`src/rtl/dmem_arbiter.sv`:
```
`default_nettype none
// ============================================================================
//  Module   : dmem_arbiter
//  Purpose  : Shares one single-port data RAM between the CPU MEM stage
//             (primary) and a DMA/debug loader port (secondary). The CPU owns
//             the RAM by default. A waiting DMA request is granted for one
//             cycle as soon as the CPU is idle, or after a bounded wait.
//  Revision : 1.0 - initial release
// ============================================================================
module dmem_arbiter #(
    parameter int ADDR_W   = 16,
    parameter int DATA_W   = 16,
    parameter int MAX_WAIT = 4
) (
    input  logic              clk,
    input  logic              rst,          // asynchronous, active-low

    input  logic              cpu_mem_req,
    input  logic              cpu_we,
    input  logic [ADDR_W-1:0] cpu_addr,
    input  logic [DATA_W-1:0] cpu_wdata,
    output logic [DATA_W-1:0] cpu_rdata,
    output logic              cpu_stall,

    input  logic              dma_req,
    input  logic              dma_we,
    input  logic [ADDR_W-1:0] dma_addr,
    input  logic [DATA_W-1:0] dma_wdata,
    output logic              dma_ack,
    output logic [DATA_W-1:0] dma_rdata,

    output logic [ADDR_W-1:0] ram_addr,
    output logic [DATA_W-1:0] ram_wdata,
    output logic              ram_we,
    input  logic [DATA_W-1:0] ram_rdata
);

    localparam int              CNT_W      = $clog2(MAX_WAIT) + 1;
    localparam logic [CNT_W-1:0] C_CNT_LAST = CNT_W'(MAX_WAIT - 1);

    typedef enum logic [0:0] {
        GNT_CPU = 1'b0,
        GNT_DMA = 1'b1
    } state_t;

    state_t            state_q, state_d;
    logic [CNT_W-1:0]  wait_cnt_q, wait_cnt_d;

    // Grant state and wait counter registers; reset drops any DMA grant.
    always_ff @(posedge clk or negedge rst) begin
        if (!rst) begin
            state_q    <= GNT_CPU;
            wait_cnt_q <= '0;
        end else begin
            state_q    <= state_d;
            wait_cnt_q <= wait_cnt_d;
        end
    end

    // Next grant: DMA wins when the CPU is idle or the wait bound is reached;
    // a DMA grant always lasts exactly one cycle.
    always_comb begin
        state_d    = GNT_CPU;
        wait_cnt_d = '0;
        case (state_q)
            GNT_CPU: begin
                if (dma_req && (!cpu_mem_req || wait_cnt_q == C_CNT_LAST)) begin
                    state_d    = GNT_DMA;
                    wait_cnt_d = '0;
                end else if (dma_req && cpu_mem_req) begin
                    state_d    = GNT_CPU;
                    // Saturating increment; the grant rule above normally
                    // fires before the limit is exceeded.
                    wait_cnt_d = (wait_cnt_q == C_CNT_LAST) ? wait_cnt_q
                                                            : wait_cnt_q + 1'b1;
                end else begin
                    state_d    = GNT_CPU;
                    wait_cnt_d = '0;
                end
            end
            GNT_DMA: begin
                state_d    = GNT_CPU;
                wait_cnt_d = '0;
            end
            default: begin
                state_d    = GNT_CPU;
                wait_cnt_d = '0;
            end
        endcase
    end

    // RAM mux and handshake outputs; the stall depends only on the registered
    // grant and cpu_mem_req, never on dma_req.
    always_comb begin
        ram_addr  = cpu_addr;
        ram_wdata = cpu_wdata;
        ram_we    = cpu_we & cpu_mem_req;
        cpu_stall = 1'b0;
        dma_ack   = 1'b0;
        if (state_q == GNT_DMA) begin
            ram_addr  = dma_addr;
            ram_wdata = dma_wdata;
            ram_we    = dma_we & dma_req;
            cpu_stall = cpu_mem_req;
            dma_ack   = dma_req;
        end
        // No write may reach the RAM while reset is held.
        if (!rst) begin
            ram_we    = 1'b0;
            cpu_stall = 1'b0;
            dma_ack   = 1'b0;
        end
    end

    assign cpu_rdata = ram_rdata;
    assign dma_rdata = ram_rdata;

endmodule
`default_nettype wire

```
`config.mk`:
```
export PLATFORM = sky130hd
export DESIGN_NAME = dmem_arbiter
export DESIGN_NICKNAME = d
export VERILOG_FILES = /design/src/rtl/dmem_arbiter.sv
export SDC_FILE = /design/constraint.sdc
export NUM_CORES = 1
export LEC_CHECK = 0
export ABC_CLOCK_PERIOD_IN_PS = 2400
export CORE_AREA = 2 2 58 60
export CTS_CLUSTER_SIZE = 12
export DETAILED_ROUTE_END_ITERATION = 12
export DIE_AREA = 0 0 60 62
export DONT_BUFFER_PORTS = 1
export GPL_TIMING_DRIVEN = 0
export SYNTH_ARGS = -nofsm -noshare
export SYNTH_HDL_FRONTEND = slang
export SYNTH_SLANG_ARGS = --single-unit
```
`constraint.sdc`:
```
create_clock -name clk -period 2.4 [get_ports clk]
set_input_delay 0.24 -clock clk [delete_from_list [all_inputs] [get_ports clk]]
set_output_delay 0.24 -clock clk [all_outputs]
set_load 0.05 [all_outputs]
```
==> results of run 1 <==
[layer usage]
layer | vias up | wire length, um | share of wire, % | global-route usage (%)
met5 | - | 0 | 0 | 0
met3 | 4 | 282 | 12 | 2.07
li1 | 275 | - | - | -
met4 | 0 | 19 | 0.82 | 3.81
met1 | 289 | 649 | 28 | 7.70
met2 | 66 | 1360 | 59 | 18.3
[cell families after synthesis]
kind of cell               count (synthesis)  share of synthesized area [%]
muxes                                     32                           48.3
DFF                                        4                           10.7
and+or+nand+nor                           11                           7.19
buffers and inverters                     38                           31.2
adders and majority gates                  2                           2.66
[cells in the mapped netlist]
| cell | n | area [sq um] |
|---|---|---|
| and3_1 | 2 | 12.5 |
| buf_4 | 32 | 240 |
| buf_6 | 4 | 45.0 |
| dfrtp_1 | 4 | 100 |
| ha_1 | 2 | 25.0 |
| inv_1 | 2 | 7.51 |
| mux2_2 | 7 | 78.8 |
| mux2_4 | 25 | 375 |
| nand2_1 | 1 | 3.75 |
| nand4_1 | 1 | 6.26 |
| nand4b_1 | 1 | 8.76 |
| nand4bb_1 | 1 | 11.3 |
| nor2_1 | 3 | 11.3 |
| nor2b_1 | 1 | 6.26 |
| nor3b_1 | 1 | 7.51 |
[path summary, 6_finish.rpt]
check                                    from            end
worst max register to register  wait_cnt_q[0]  wait_cnt_q[1]
worst min register to register  wait_cnt_q[0]  wait_cnt_q[0]
worst max-delay path                  state_q         ram_we
worst min-delay path                  dma_req        state_q
max in group asynchronous                 rst  wait_cnt_q[1]
min in group asynchronous                 rst        state_q
[repair_timing]
| action | 4_1_cts | 5_1_grt |
|---|---|---|
| endpoints found under the hold margin | 4 | 0 |
| resized for setup | 0 | 0 |
| setup buffers | 0 | 0 |
| hold buffers | 1 | 0 |
[report_power, final]
part	switching, mW	leakage [nW]	total [mW]	internal [mW]
Combinational	0.312	0.443	0.428	0.115
Clock	0.0281	0.0138	0.0840	0.0560
Sequential	0.00124	0.0542	0.0715	0.0703
Total	0.342	0.511	0.583	0.242
[area by class of cell]
class	instances	area, sq um	area share, %
multi-input cells	45	547	53.1
plain buffers	36	285	27.7
flip-flops and latches	4	100	9.72
well taps	46	57.6	5.59
clock buffers	3	22.5	2.19
repair buffers	1	10.0	0.972
inverters	2	7.51	0.729
[registers in the layout (all words and copies together) (netlist names)]
register    count
state_q         1
wait_cnt_q      3
[worst max-delay path, cell delays in order, from the launching register on]
cell      delay, ns
dfrtp_1        0.37
buf_6          0.15
buf_6          0.14
nand4b_1       0.16
nand2_1        0.37
[metrics by stage]
step	power [mW]	instances	worst slack, ns	utilization (%)	hold WS [ns]
after floorplan	0.484	87	1.01	-	-0.0556
after global placement	0.499	133	0.980	31.4	-0.0554
after detailed placement	0.501	133	0.967	31.4	-0.0554
after CTS	0.590	137	0.707	32.4	0.161
after global routing	0.607	137	0.642	32.4	0.168
final	0.583	137	0.719	32.4	0.166
==> results_dict.tcl, run 1 <==
set metrics [dict create \
    run_status "finished, final reports clean" \
    cts.sink_count 4 \
    ff2ff_path_depth 4 \
    total_leakage_power_nw 0.511 \
    grt_start_max_net_pins 11 \
    worst_pin_slew_ns 0.497 \
    syn_inst 87 \
    cts_buffer_depth 2 \
    route.detailed.wl_per_inst_um 16.9 \
    routed_wl_um 2320 \
    final_cell_mix "32 x buf_4, 25 x mux2_4, 7 x mux2_2" \
    clkLatencyLatePin_ns 0.24 \
    netlist-cell-type-count 15 \
    detail_route.vias_per_cell 4.63 \
    drt_pre_antenna_iters 4 \
    root_buffer "clkbuf_4" \
    mostFrequentLayoutCell "buf_4" \
    pin_count 153 \
    setup_viol 0 \
    highest_clock_frequency_the_design_can_meet_mhz 595 \
    initial_core_util_pct 29.6 \
    grt_pass1_vias 529 \
    worstSetupStartpointType "register" \
    synthesis.nets 175 \
    layout.cell_area.non_filler_sq_um 1030 \
    number_of_diodes 0 \
    clk_pin_slew_worst_paths_ns 0.04 \
    crit_required_ns 2.16 \
    drtAntennaViolNets 0 \
    ys_seq_elements 4 \
    groute.usage.overall_pct 8.72 \
    synth_area_per_cell_sq_um 10.8 \
    gp_congestion 0.695 \
    cap_violations 0 \
    nFillCells 330 \
    ys_seq_area_share_pct 10.7 \
    dpl-instance-area_sq_um 997 \
    post-dp-hpwl_um 2060 \
    part_of_the_cycle_the_worst_path_needs_pct 70.1 \
    powerDensity_nw_per_um2 566 \
    worst_setup_path_end_kind "primary output" \
    timing_hold_violations_final 0 \
    detailedRoute.firstIterationViolations 16 \
    layout.nets 181 \
    area_growth_syn_to_layout_pct 9.59 \
    timing.clock.skew_ns 0.00378 \
    slew_headroom_pct 67.0 \
    timing.setup.tns_ns 0 \
    core_region_area_sq_um 3180 \
    die_h_um 62 \
    cp.arrival_ns 1.44 \
    global_route_wire_length_before_repair_um 2370 \
    clock_tree_from_tritoncts "built" \
    worstHoldPathType "in -> reg" \
    final_period_minus_worst_setup_slack_ns 1.68 \
    fp.dieArea_sq_um 3720 \
    die_width_um 60 \
    timing.hold.worst_path_depth 1 \
    count_of_warnings_emitted_by_yosys 0 \
    cts_max_level 1 \
    cts_buffers 3 \
    grt_setup_unrepaired "no" \
    placement_rows 21 \
    timing.critical_path.fanout_max 10 \
    timing.final.max_slew_violations 0 \
    detailroute.via_count 634 \
    post_route_cells_drive_above_1_share_pct 78.0 \
    antenna_found_initial 0 \
    timing.reg2reg.setup_slack_ns 1.22 \
    drc 0 \
    numPortBuffers 0 \
    ir_worst_vdd_mv 0.176 \
    post_synth_instance_area_sq_um 940 \
    worstSetupPathType "reg -> out" \
    grt_overflow_total 0 \
]
No activity file was read; power rests on OpenSTA's default activity.
==> run 2: changes to the inputs <==
--- a/config.mk
+++ b/config.mk
@@ -5,11 +5,11 @@
 export SDC_FILE = /design/constraint.sdc
 export NUM_CORES = 1
 export LEC_CHECK = 0
-export ABC_CLOCK_PERIOD_IN_PS = 2400
-export CORE_AREA = 2 2 58 60
+export ABC_CLOCK_PERIOD_IN_PS = 1760
+export CORE_AREA = 2 2 59 61
 export CTS_CLUSTER_SIZE = 12
 export DETAILED_ROUTE_END_ITERATION = 12
-export DIE_AREA = 0 0 60 62
+export DIE_AREA = 0 0 61 63
 export DONT_BUFFER_PORTS = 1
 export GPL_TIMING_DRIVEN = 0
 export SYNTH_ARGS = -nofsm -noshare
==> constraint.sdc (replaced) <==
create_clock -name clk -period 1.76 [get_ports clk]
set_input_delay 0.176 -clock clk [delete_from_list [all_inputs] [get_ports clk]]
set_output_delay 0.176 -clock clk [all_outputs]
set_load 0.05 [all_outputs]
==> results_dict.tcl, run 2 (synthesis gave the netlist of run 1 again) <==
set metrics [dict create \
    cap_violations 0 \
    drc 0 \
    ir_worst_vdd_mv 0.241 \
    global_route_wire_length_before_repair_um 2820 \
    post-dp-hpwl_um 2060 \
    timing.final.max_slew_violations 0 \
    part_of_the_cycle_the_worst_path_needs_pct 92.2 \
    fp.dieArea_sq_um 3840 \
    final_hold_slack_ns 0.0948 \
    core_region_area_sq_um 3230 \
    timing.clock.skew_ns 0.00518 \
    slew_headroom_pct 66.9 \
    clock_tree_from_tritoncts "built" \
    timing.critical_path.fanout_max 10 \
    cts_buffer_depth 2 \
    largest_register_ff_count 3 \
    grt_start_max_net_pins 11 \
    mostFrequentLayoutCell "buf_4" \
    total_leakage_power_nw 0.511 \
    final_period_minus_worst_setup_slack_ns 1.62 \
    worstHoldPathType "in -> reg" \
    grt_setup_unrepaired "no" \
    pre_cts_slack_ns 0.390 \
    post_route_cells_drive_above_1_share_pct 78.0 \
    timing.setup.tns_ns 0 \
    die_width_um 61 \
    final_setup_slack_of_the_worst_path_ns 0.137 \
    worst_pin_slew_ns 0.498 \
    grt_pass1_vias 598 \
    utilization_pct 31.9 \
    powerDensity_nw_per_um2 774 \
    worstSetupStartpointType "register" \
    route.detailed.wl_per_inst_um 16.5 \
    run_status "finished, final reports clean" \
    top_register "wait_cnt_q" \
    number_of_diodes 0 \
    grt_overflow_total 0 \
    ctsResizeCount 0 \
    area_growth_syn_to_layout_pct 9.59 \
    initial_core_util_pct 29.1 \
    setup_viol 0 \
    gp_congestion 0.644 \
    antenna_found_initial 0 \
    detailroute.via_count 625 \
    detailedRoute.firstIterationViolations 7 \
    dpl-instance-area_sq_um 997 \
    drtAntennaViolNets 0 \
    cp.arrival_ns 1.45 \
    cts_max_level 1 \
    routed_wl_um 2260 \
    numPortBuffers 0 \
    die_h_um 63 \
    placement_rows 21 \
    reg_top3 "wait_cnt_q: 3 flops, state_q: 1 flops" \
    drt_pre_antenna_iters 2 \
    final_cell_mix "32 x buf_4, 25 x mux2_4, 7 x mux2_2" \
    nFillCells 338 \
    highest_clock_frequency_the_design_can_meet_mhz 616 \
    pin_count 153 \
    detail_route.vias_per_cell 4.56 \
    layout.cell_area.non_filler_sq_um 1030 \
    timing_hold_violations_final 0 \
    cts_buffers 3 \
    clkLatencyLatePin_ns 0.24 \
    groute.usage.overall_pct 9.59 \
    crit_required_ns 1.58 \
    worst_setup_path_end_kind "primary output" \
    cts_setup_buffers 0 \
    clk_pin_slew_worst_paths_ns 0.04 \
    worstSetupPathType "reg -> out" \
    root_buffer "clkbuf_4" \
    cts.sink_count 4 \
    layout.nets 181 \
]
## run 2: power by group
part	switching (mW)	internal, mW
clock	0.0388	0.0764
combinational	0.427	0.157
sequential	0.00161	0.0958
## run 2: cell type report
cell class	instances	area [sq um]	share of cell area, %
Sequential cell	4	100	9.72
Inverter	2	7.51	0.729
Clock buffer	3	22.5	2.19
Buffer	36	285	27.7
Tap cell	46	57.6	5.59
Timing Repair Buffer	1	10.0	0.972
Multi-Input combinational cell	45	547	53.1
## run 2: final timing paths
check | slack, ns | cells past startpoint | end | startpoint
worst max-delay path | 0.14 | 4 | ram_we | state_q
worst min-delay path | 0.09 | 1 | state_q | dma_req
max in group asynchronous | 1.38 | 1 | wait_cnt_q[2] | rst
worst min register to register | 0.43 | 1 | wait_cnt_q[0] | wait_cnt_q[0]
min in group asynchronous | 0.21 | 1 | wait_cnt_q[1] | rst
worst max register to register | 0.58 | 4 | wait_cnt_q[2] | wait_cnt_q[0]
## run 2: layer usage
metal	track usage, %	wire length [um]	vias up
met5	0	0	-
met4	4.08	29	0
met3	3.11	279	4
met2	18.3	1290	64
met1	8.72	660	283
li1	-	-	274
## run 2: timing repair
item	in CTS	in global routing
hold buffers	1	0
hold endpoints to repair	4	0
setup endpoints to repair	0	0
## run 2: through the flow
stage	power (mW)	cells
floorplan	0.660	87
global placement	0.682	133
detailed placement	0.684	133
CTS	0.806	137
global route	0.830	137
finish	0.797	137
## run 2: critical path, stage by stage, from the launching register on
cell,delay (ns)
dfrtp_1,0.37
buf_6,0.15
buf_6,0.15
nand4b_1,0.17
nand2_1,0.37
==> run 3: changes to the inputs <==
--- a/config.mk
+++ b/config.mk
@@ -6,10 +6,11 @@
 export NUM_CORES = 1
 export LEC_CHECK = 0
 export ABC_CLOCK_PERIOD_IN_PS = 1760
-export CORE_AREA = 2 2 59 61
+export CAP_MARGIN = 25
+export CORE_AREA = 2 2 58 60
 export CTS_CLUSTER_SIZE = 12
 export DETAILED_ROUTE_END_ITERATION = 12
-export DIE_AREA = 0 0 61 63
+export DIE_AREA = 0 0 60 62
 export DONT_BUFFER_PORTS = 1
 export GPL_TIMING_DRIVEN = 0
 export SYNTH_ARGS = -nofsm -noshare
==> results of run 3 <==
The final DEF is identical to that of run 1. Status: finished, final reports clean.
Main changes from that run: setup slack after placement 0.967 ns -> 0.391 ns; setup slack after layout 0.719 ns -> 0.143 ns; hold slack 0.166 ns -> 0.102 ns; register-to-register setup slack 1.22 ns -> 0.58 ns; total power 0.583 mW -> 0.795 mW; worst IR drop on VDD 0.176 mV -> 0.240 mV
